**config.mk**
```make
export PLATFORM = sky130hd
export DESIGN_NAME = vga_key_ctrl_flat
export DESIGN_NICKNAME = d
export VERILOG_FILES = /design/src/rtl/vga_pkg.sv /design/src/rtl/vga_key_ctrl_if.sv /design/src/rtl/key_debounce.sv /design/src/rtl/vga_key_ctrl.sv /design/src/flat_wrapper.sv
export SDC_FILE = /design/constraint.sdc
export NUM_CORES = 1
export LEC_CHECK = 0
export ABC_AREA = 1
export CAP_MARGIN = 20
export CORE_UTILIZATION = 37
export CTS_BUF_LIST = sky130_fd_sc_hd__clkbuf_8
export CTS_CLUSTER_DIAMETER = 200
export DETAILED_ROUTE_END_ITERATION = 12
export GPL_ROUTABILITY_DRIVEN = 0
export PLACE_DENSITY_LB_ADDON = 0.15
export SLEW_MARGIN = 5
export SYNTH_ARGS = -nofsm -noshare
export SYNTH_HDL_FRONTEND = slang
export SYNTH_SLANG_ARGS = --single-unit
```
**constraint.sdc**
```tcl
create_clock -name CLOCK_50M -period 4.81 [get_ports CLOCK_50M]
set_clock_uncertainty 0.2 [all_clocks]
set_input_delay 1.443 -clock CLOCK_50M [delete_from_list [all_inputs] [get_ports CLOCK_50M]]
set_output_delay 1.443 -clock CLOCK_50M [all_outputs]
set_load 0.02 [all_outputs]
```
**src/rtl/vga_pkg.sv**
```systemverilog
// rtl/vga_pkg.sv - shared constants and pattern codes for the VGA key control path
package vga_pkg;

    localparam int NUM_PATTERNS = 4;
    localparam int NUM_COLOURS  = 8;
    localparam int PAT_W        = 2;
    localparam int COL_W        = 3;

    typedef enum logic [PAT_W-1:0] {
        PAT_SOLID = 2'd0,
        PAT_BARS  = 2'd1,
        PAT_GRID  = 2'd2,
        PAT_BOX   = 2'd3
    } pattern_e;

endpackage

```
**src/rtl/vga_key_ctrl_if.sv**
```systemverilog
// rtl/vga_key_ctrl_if.sv - key inputs, frame strobe and committed selections
interface vga_key_ctrl_if;
    import vga_pkg::*;

    logic [2:0]       KEY;
    logic             frame_start;
    logic [2:0]       key_level;
    logic [2:0]       key_pulse;
    logic [PAT_W-1:0] pattern_sel;
    logic [COL_W-1:0] colour_idx;

    modport master (
        output KEY, frame_start,
        input  key_level, key_pulse, pattern_sel, colour_idx
    );

    modport slave (
        input  KEY, frame_start,
        output key_level, key_pulse, pattern_sel, colour_idx
    );

endinterface

```
**src/rtl/key_debounce.sv**
```systemverilog
// rtl/key_debounce.sv - two-flop synchroniser, stability counter and press strobe for one key
module key_debounce #(
    parameter int DEBOUNCE_CYCLES = 1_000_000
) (
    input  logic CLOCK_50M,
    input  logic reset,
    input  logic key_n,
    output logic level,
    output logic pulse
);

    localparam int CNT_W = (DEBOUNCE_CYCLES > 1) ? $clog2(DEBOUNCE_CYCLES) : 1;
    localparam logic [CNT_W-1:0] CNT_LAST = CNT_W'(DEBOUNCE_CYCLES - 1);

    logic             sync1;
    logic             sync2;
    logic [CNT_W-1:0] cnt;

    // Sync flops preset to released so a key held through reset is not seen as already pressed.
    always_ff @(posedge CLOCK_50M or negedge reset) begin
        if (!reset) begin
            sync1 <= 1'b1;
            sync2 <= 1'b1;
            cnt   <= '0;
            level <= 1'b0;
            pulse <= 1'b0;
        end else begin
            sync1 <= key_n;
            sync2 <= sync1;
            pulse <= 1'b0;
            if (~sync2 == level) begin
                cnt <= '0;
            end else if (cnt == CNT_LAST) begin
                cnt   <= '0;
                level <= ~level;
                pulse <= ~level;
            end else begin
                cnt <= cnt + 1'b1;
            end
        end
    end

endmodule

```
**src/rtl/vga_key_ctrl.sv**
```systemverilog
// rtl/vga_key_ctrl.sv - debounced keys drive pending pattern/colour, committed at frame start
module vga_key_ctrl
    import vga_pkg::*;
#(
    parameter int DEBOUNCE_CYCLES = 1_000_000,
    parameter int N_PATTERNS      = NUM_PATTERNS,
    parameter int N_COLOURS       = NUM_COLOURS
) (
    input  logic          CLOCK_50M,
    input  logic          reset,
    vga_key_ctrl_if.slave bus
);

    localparam logic [PAT_W-1:0] PAT_LAST = PAT_W'(N_PATTERNS - 1);
    localparam logic [COL_W-1:0] COL_LAST = COL_W'(N_COLOURS - 1);

    logic [2:0]       level;
    logic [2:0]       pulse;
    logic [PAT_W-1:0] pend_pat;
    logic [COL_W-1:0] pend_col;
    logic [PAT_W-1:0] pattern_q;
    logic [COL_W-1:0] colour_q;

    for (genvar gi = 0; gi < 3; gi++) begin : g_key
        key_debounce #(
            .DEBOUNCE_CYCLES(DEBOUNCE_CYCLES)
        ) u_debounce (
            .CLOCK_50M(CLOCK_50M),
            .reset    (reset),
            .key_n    (bus.KEY[gi]),
            .level    (level[gi]),
            .pulse    (pulse[gi])
        );
    end

    // Commit samples the pending regs before this edge's update, so a coincident press waits a frame.
    always_ff @(posedge CLOCK_50M or negedge reset) begin
        if (!reset) begin
            pend_pat  <= '0;
            pend_col  <= '0;
            pattern_q <= '0;
            colour_q  <= '0;
        end else begin
            case ({pulse[1], pulse[0]})
                2'b01:   pend_pat <= (pend_pat == PAT_LAST) ? '0 : pend_pat + 1'b1;
                2'b10:   pend_pat <= (pend_pat == '0) ? PAT_LAST : pend_pat - 1'b1;
                default: pend_pat <= pend_pat;
            endcase
            if (pulse[2]) begin
                pend_col <= (pend_col == COL_LAST) ? '0 : pend_col + 1'b1;
            end
            if (bus.frame_start) begin
                pattern_q <= pend_pat;
                colour_q  <= pend_col;
            end
        end
    end

    assign bus.key_level   = level;
    assign bus.key_pulse   = pulse;
    assign bus.pattern_sel = pattern_q;
    assign bus.colour_idx  = colour_q;

endmodule

```
**src/flat_wrapper.sv**
```systemverilog
// flat-port wrapper written by rule: the top's interface ports become plain ports
module vga_key_ctrl_flat import vga_pkg::*;
#(
    parameter int DEBOUNCE_CYCLES = 1_000_000,
    parameter int N_PATTERNS      = NUM_PATTERNS,
    parameter int N_COLOURS       = NUM_COLOURS
)
  (CLOCK_50M, reset, bus_KEY, bus_frame_start, bus_key_level, bus_key_pulse, bus_pattern_sel, bus_colour_idx);
  vga_key_ctrl_if bus_i ();
  input  logic CLOCK_50M;
  input  logic reset;
  input wire logic [$bits(bus_i.KEY)-1:0] bus_KEY;
  input wire logic [$bits(bus_i.frame_start)-1:0] bus_frame_start;
  output wire logic [$bits(bus_i.key_level)-1:0] bus_key_level;
  output wire logic [$bits(bus_i.key_pulse)-1:0] bus_key_pulse;
  output wire logic [$bits(bus_i.pattern_sel)-1:0] bus_pattern_sel;
  output wire logic [$bits(bus_i.colour_idx)-1:0] bus_colour_idx;
  assign bus_i.KEY = bus_KEY;
  assign bus_i.frame_start = bus_frame_start;
  assign bus_key_level = bus_i.key_level;
  assign bus_key_pulse = bus_i.key_pulse;
  assign bus_pattern_sel = bus_i.pattern_sel;
  assign bus_colour_idx = bus_i.colour_idx;
  vga_key_ctrl #(.DEBOUNCE_CYCLES(DEBOUNCE_CYCLES), .N_PATTERNS(N_PATTERNS), .N_COLOURS(N_COLOURS)) u_core (.CLOCK_50M(CLOCK_50M), .reset(reset), .bus(bus_i));
endmodule
```
==> flow_summary_export.csv <==
group,metric,value,unit
clocking,cts_max_level,3,
drt,via_per_inst,4.63,
floorplanning,core,11400,µm²
pwr,total_power,1.29,mW
setup_path,rrSetupSlack,2.96,ns
worst_hold_path,min_path_type,"reg2reg",
drt,drtIter0Drc,131,
worst_hold_path,min-delay-start,"u_core.g_key[2].u_debounce.sync1",
clocking,post-cts-setup-buffers,0,
clocking,ctsResizeCount,0,
floorplanning,rows,39,
synthesis,netlist_area,4330,µm²
worst_hold_path,whs_endpoint,"u_core.g_key[2].u_debounce.sync2",
grt,antenna_found_initial,0,
sta,slew_headroom,65.1,%
drt,wl_met2,3610,µm
grt,grt_max_degree,83,
clocking,cts_root_buffer,"clkbuf_8",
grt,grt_util_all_layers,15.9,%
floorplanning,die_y,110,µm
sta,rsz0062_at_grt,"false",
setup_path,reg2reg_depth,7,
floorplanning,die_x,110,µm
grt,overflow,0,
setup_path,worst_ep_required_time,3.17,ns
setup_path,path_delay_family,"buffers and inverters",
sta,period_share,63.9,%
synthesis,netlist_instances,517,
clocking,clock_path_buffers,2,
setup_path,r2r_end,"u_core.g_key[0].u_debounce.pulse",
finish,drive_above_1_share,14.2,%
run,cap_violations,0,
synthesis,synth_area_leaders,"dfrtp_1 44%, nor2_1 11%, nand2_1 6.9%",
clocking,cts_tree,"done",
floorplanning,start_util,37.9,%
setup_path,crit_type,"reg2out",
pwr,p_leak,2.06,nW
sta,period_needed,3.08,ns
clocking,insertion_delay,0.36,ns
drt,met3_length,263,µm
setup_path,r2r_start,"u_core.g_key[0].u_debounce.cnt[0]",
finish,area_delta_synth_final,12.2,%
setup_path,cp_max_fo,4,
setup_path,max_stage_delay,0.63,ns
finish,final_cells,686,
setup_path,end_kind,"output pin",
sta,hold_viol,0,
synthesis,yosys_register_bits,82,
clocking,cts_sinks,82,
synthesis,synth-seq-area-share,47.6,%
floorplanning,io_pins,17,
synthesis,synth-edff-count,0,
pwr,vdd_drop_max,0.191,mV
drt,first_pass_iters,4,
grt,grt_pass1_wl,14600,µm
run_status,outcome,"completed",
drt,vias,3178,
placement,dp_hpwl,6000,µm
pwr,power_density,267,nW/µm²
drt,routed.top_layer,"met4",
finish,nets,552,
drt,ant_nets,0,
grt,grt_pass1_vias,3121,
placement,place_inst,669,
sta,setup_viol,0,
drt,wl_per_cell,12.0,µm
placement,numPortBuffers,16,
clocking,cts.clk_slew.worst_paths,0.08,ns
synthesis,ys.warnings.count,0,
clocking,ctsHoldBuffers,0,
clocking,numCtsBuffers,9,
synthesis,synth_nets,531,
synthesis,syn_area_per_cell,8.37,µm²
setup_path,cp_slowest_cell,"clkdlybuf4s50_1",
setup_path,cp_num_buf_inv,1,
synthesis,synth.distinct_cells,33,
synthesis,synth_top_cell_area_share,44.0,%
worst_hold_path,holdPathStages,0,
drt,m1WireLength,4260,µm
sta,max_freq,325,MHz
drt,route.detailed.drc,0,
setup_path,setup.worst_path.start,"u_core.g_key[0].u_debounce.level",
floorplanning,die-area,12100,µm²
synthesis,synth_area_leader_cell,"dfrtp_1",
setup_path,crit_arrival,1.43,ns
setup_path,startpoint_type,"flop",
synthesis,synth_flop_cell,"dfrtp_1",
drt,wirelength,8260,µm
sta,max_slew.worst_pin.slew,0.523,ns
synthesis,async_flop_share,100,%
sta,slew_viol_final,0,
finish,antenna_cells,0,
sta,tns,0,ns
setup_path,crit_path_cell_trace,"clkdlybuf4s50_1",
cell usage after synthesis (2+ instances only):
cell type and instances:
dfstp_2 6, ha_1 8, o21bai_1 2, nand2_2 14, nor3_1 9, nor2_2 11
nor2_4 10, xor2_1 19, inv_1 46, o21ai_0 10, xnor2_2 2, buf_4 6
nand2_1 79, nand3_1 38, nand3_2 4, inv_2 6, nand4_1 6, dfrtp_1 76
a21oi_1 11, nor2_1 125, xnor2_1 15, o21ai_1 3
metrics by stage:
step	area, µm²	utilization (%)	setup slack (ns)	hold slack (ns)
2_1_floorplan	4330	-	2.60	0.145
3_3_place_gp	4610	40.4	2.13	0.147
3_5_place_dp	4610	40.4	2.12	0.149
4_1_cts	4830	42.3	1.71	0.161
5_1_grt	4850	42.5	1.66	0.166
6_report	4850	42.5	1.73	0.160
worst max path at each step:
stage / cells after the start / slack (ns) / endpoint
4_1_cts: 1 / 1.71 / bus_key_level[0]
2_1_floorplan: 1 / 2.60 / bus_key_level[1]
3_5_place_dp: 1 / 2.12 / bus_key_level[2]
5_1_grt: 1 / 1.66 / bus_key_pulse[2]
3_3_place_gp: 1 / 2.13 / bus_key_level[0]
6_report: 1 / 1.73 / bus_key_level[0]
flip-flops by register name, summed over array words and instances (netlist names):
name / cells
u_core.bus.pattern_sel: 2
u_core.g_key.u_debounce.level: 3
u_core.bus.colour_idx: 3
u_core.pend_pat: 2
u_core.g_key.u_debounce.sync1: 3
u_core.g_key.u_debounce.cnt: 60
u_core.pend_col: 3
u_core.g_key.u_debounce.sync2: 3
u_core.g_key.u_debounce.pulse: 3
cells by family (layout without fill, tap and decap cells):
family	Yosys count	after routing	share of synthesized area, %
AO/OA/AOI/OAI	28	28	3.53
XOR/XNOR	37	37	8.01
adder cells (fa/ha/maj)	8	8	2.31
buffers and inverters	59	85	5.64
flip-flops	82	82	47.6
AND/OR/NAND/NOR	303	303	32.9
placed cells by master, fill, tap and decap left out, types with 2 or more instances in the layout:
master           count
dfstp_2              6
nand2_1             79
a21oi_1             11
nand2_2             14
clkinvlp_4           3
xnor2_1             15
nor2_1             125
xnor2_2              2
inv_1               46
clkdlybuf4s50_1     15
o21bai_1             2
xor2_1              19
o21ai_0             10
clkbuf_8            11
o21ai_1              3
nor2_2              11
dfrtp_1             76
inv_2                6
nor3_1               9
ha_1                 8
nand3_2              4
nand4_1              6
nor2_4              10
nand3_1             38
cell type report:
cell class,count,area [µm²]
clock buffer,11,151
tap,143,179
fill,1178,6560
multi-input combinational,376,2020
inverter,52,195
sequential,82,2060
clock inverter,5,61.3
timing repair buffer,17,185
power breakdown:
| group | internal, mW | switching (mW) |
|---|---|---|
| Clock | 0.270 | 0.257 |
| Sequential | 0.702 | 0.00906 |
| Combinational | 0.0206 | 0.0362 |
routing by layer:
layer | vias up | track usage [%]
li1 | 1657 | -
met1 | 1470 | 21.4
met2 | 41 | 24.6
met3 | 10 | 4.06
met4 | 0 | 5.64
met5 | - | 0
No activity file was read; power rests on OpenSTA's default activity.
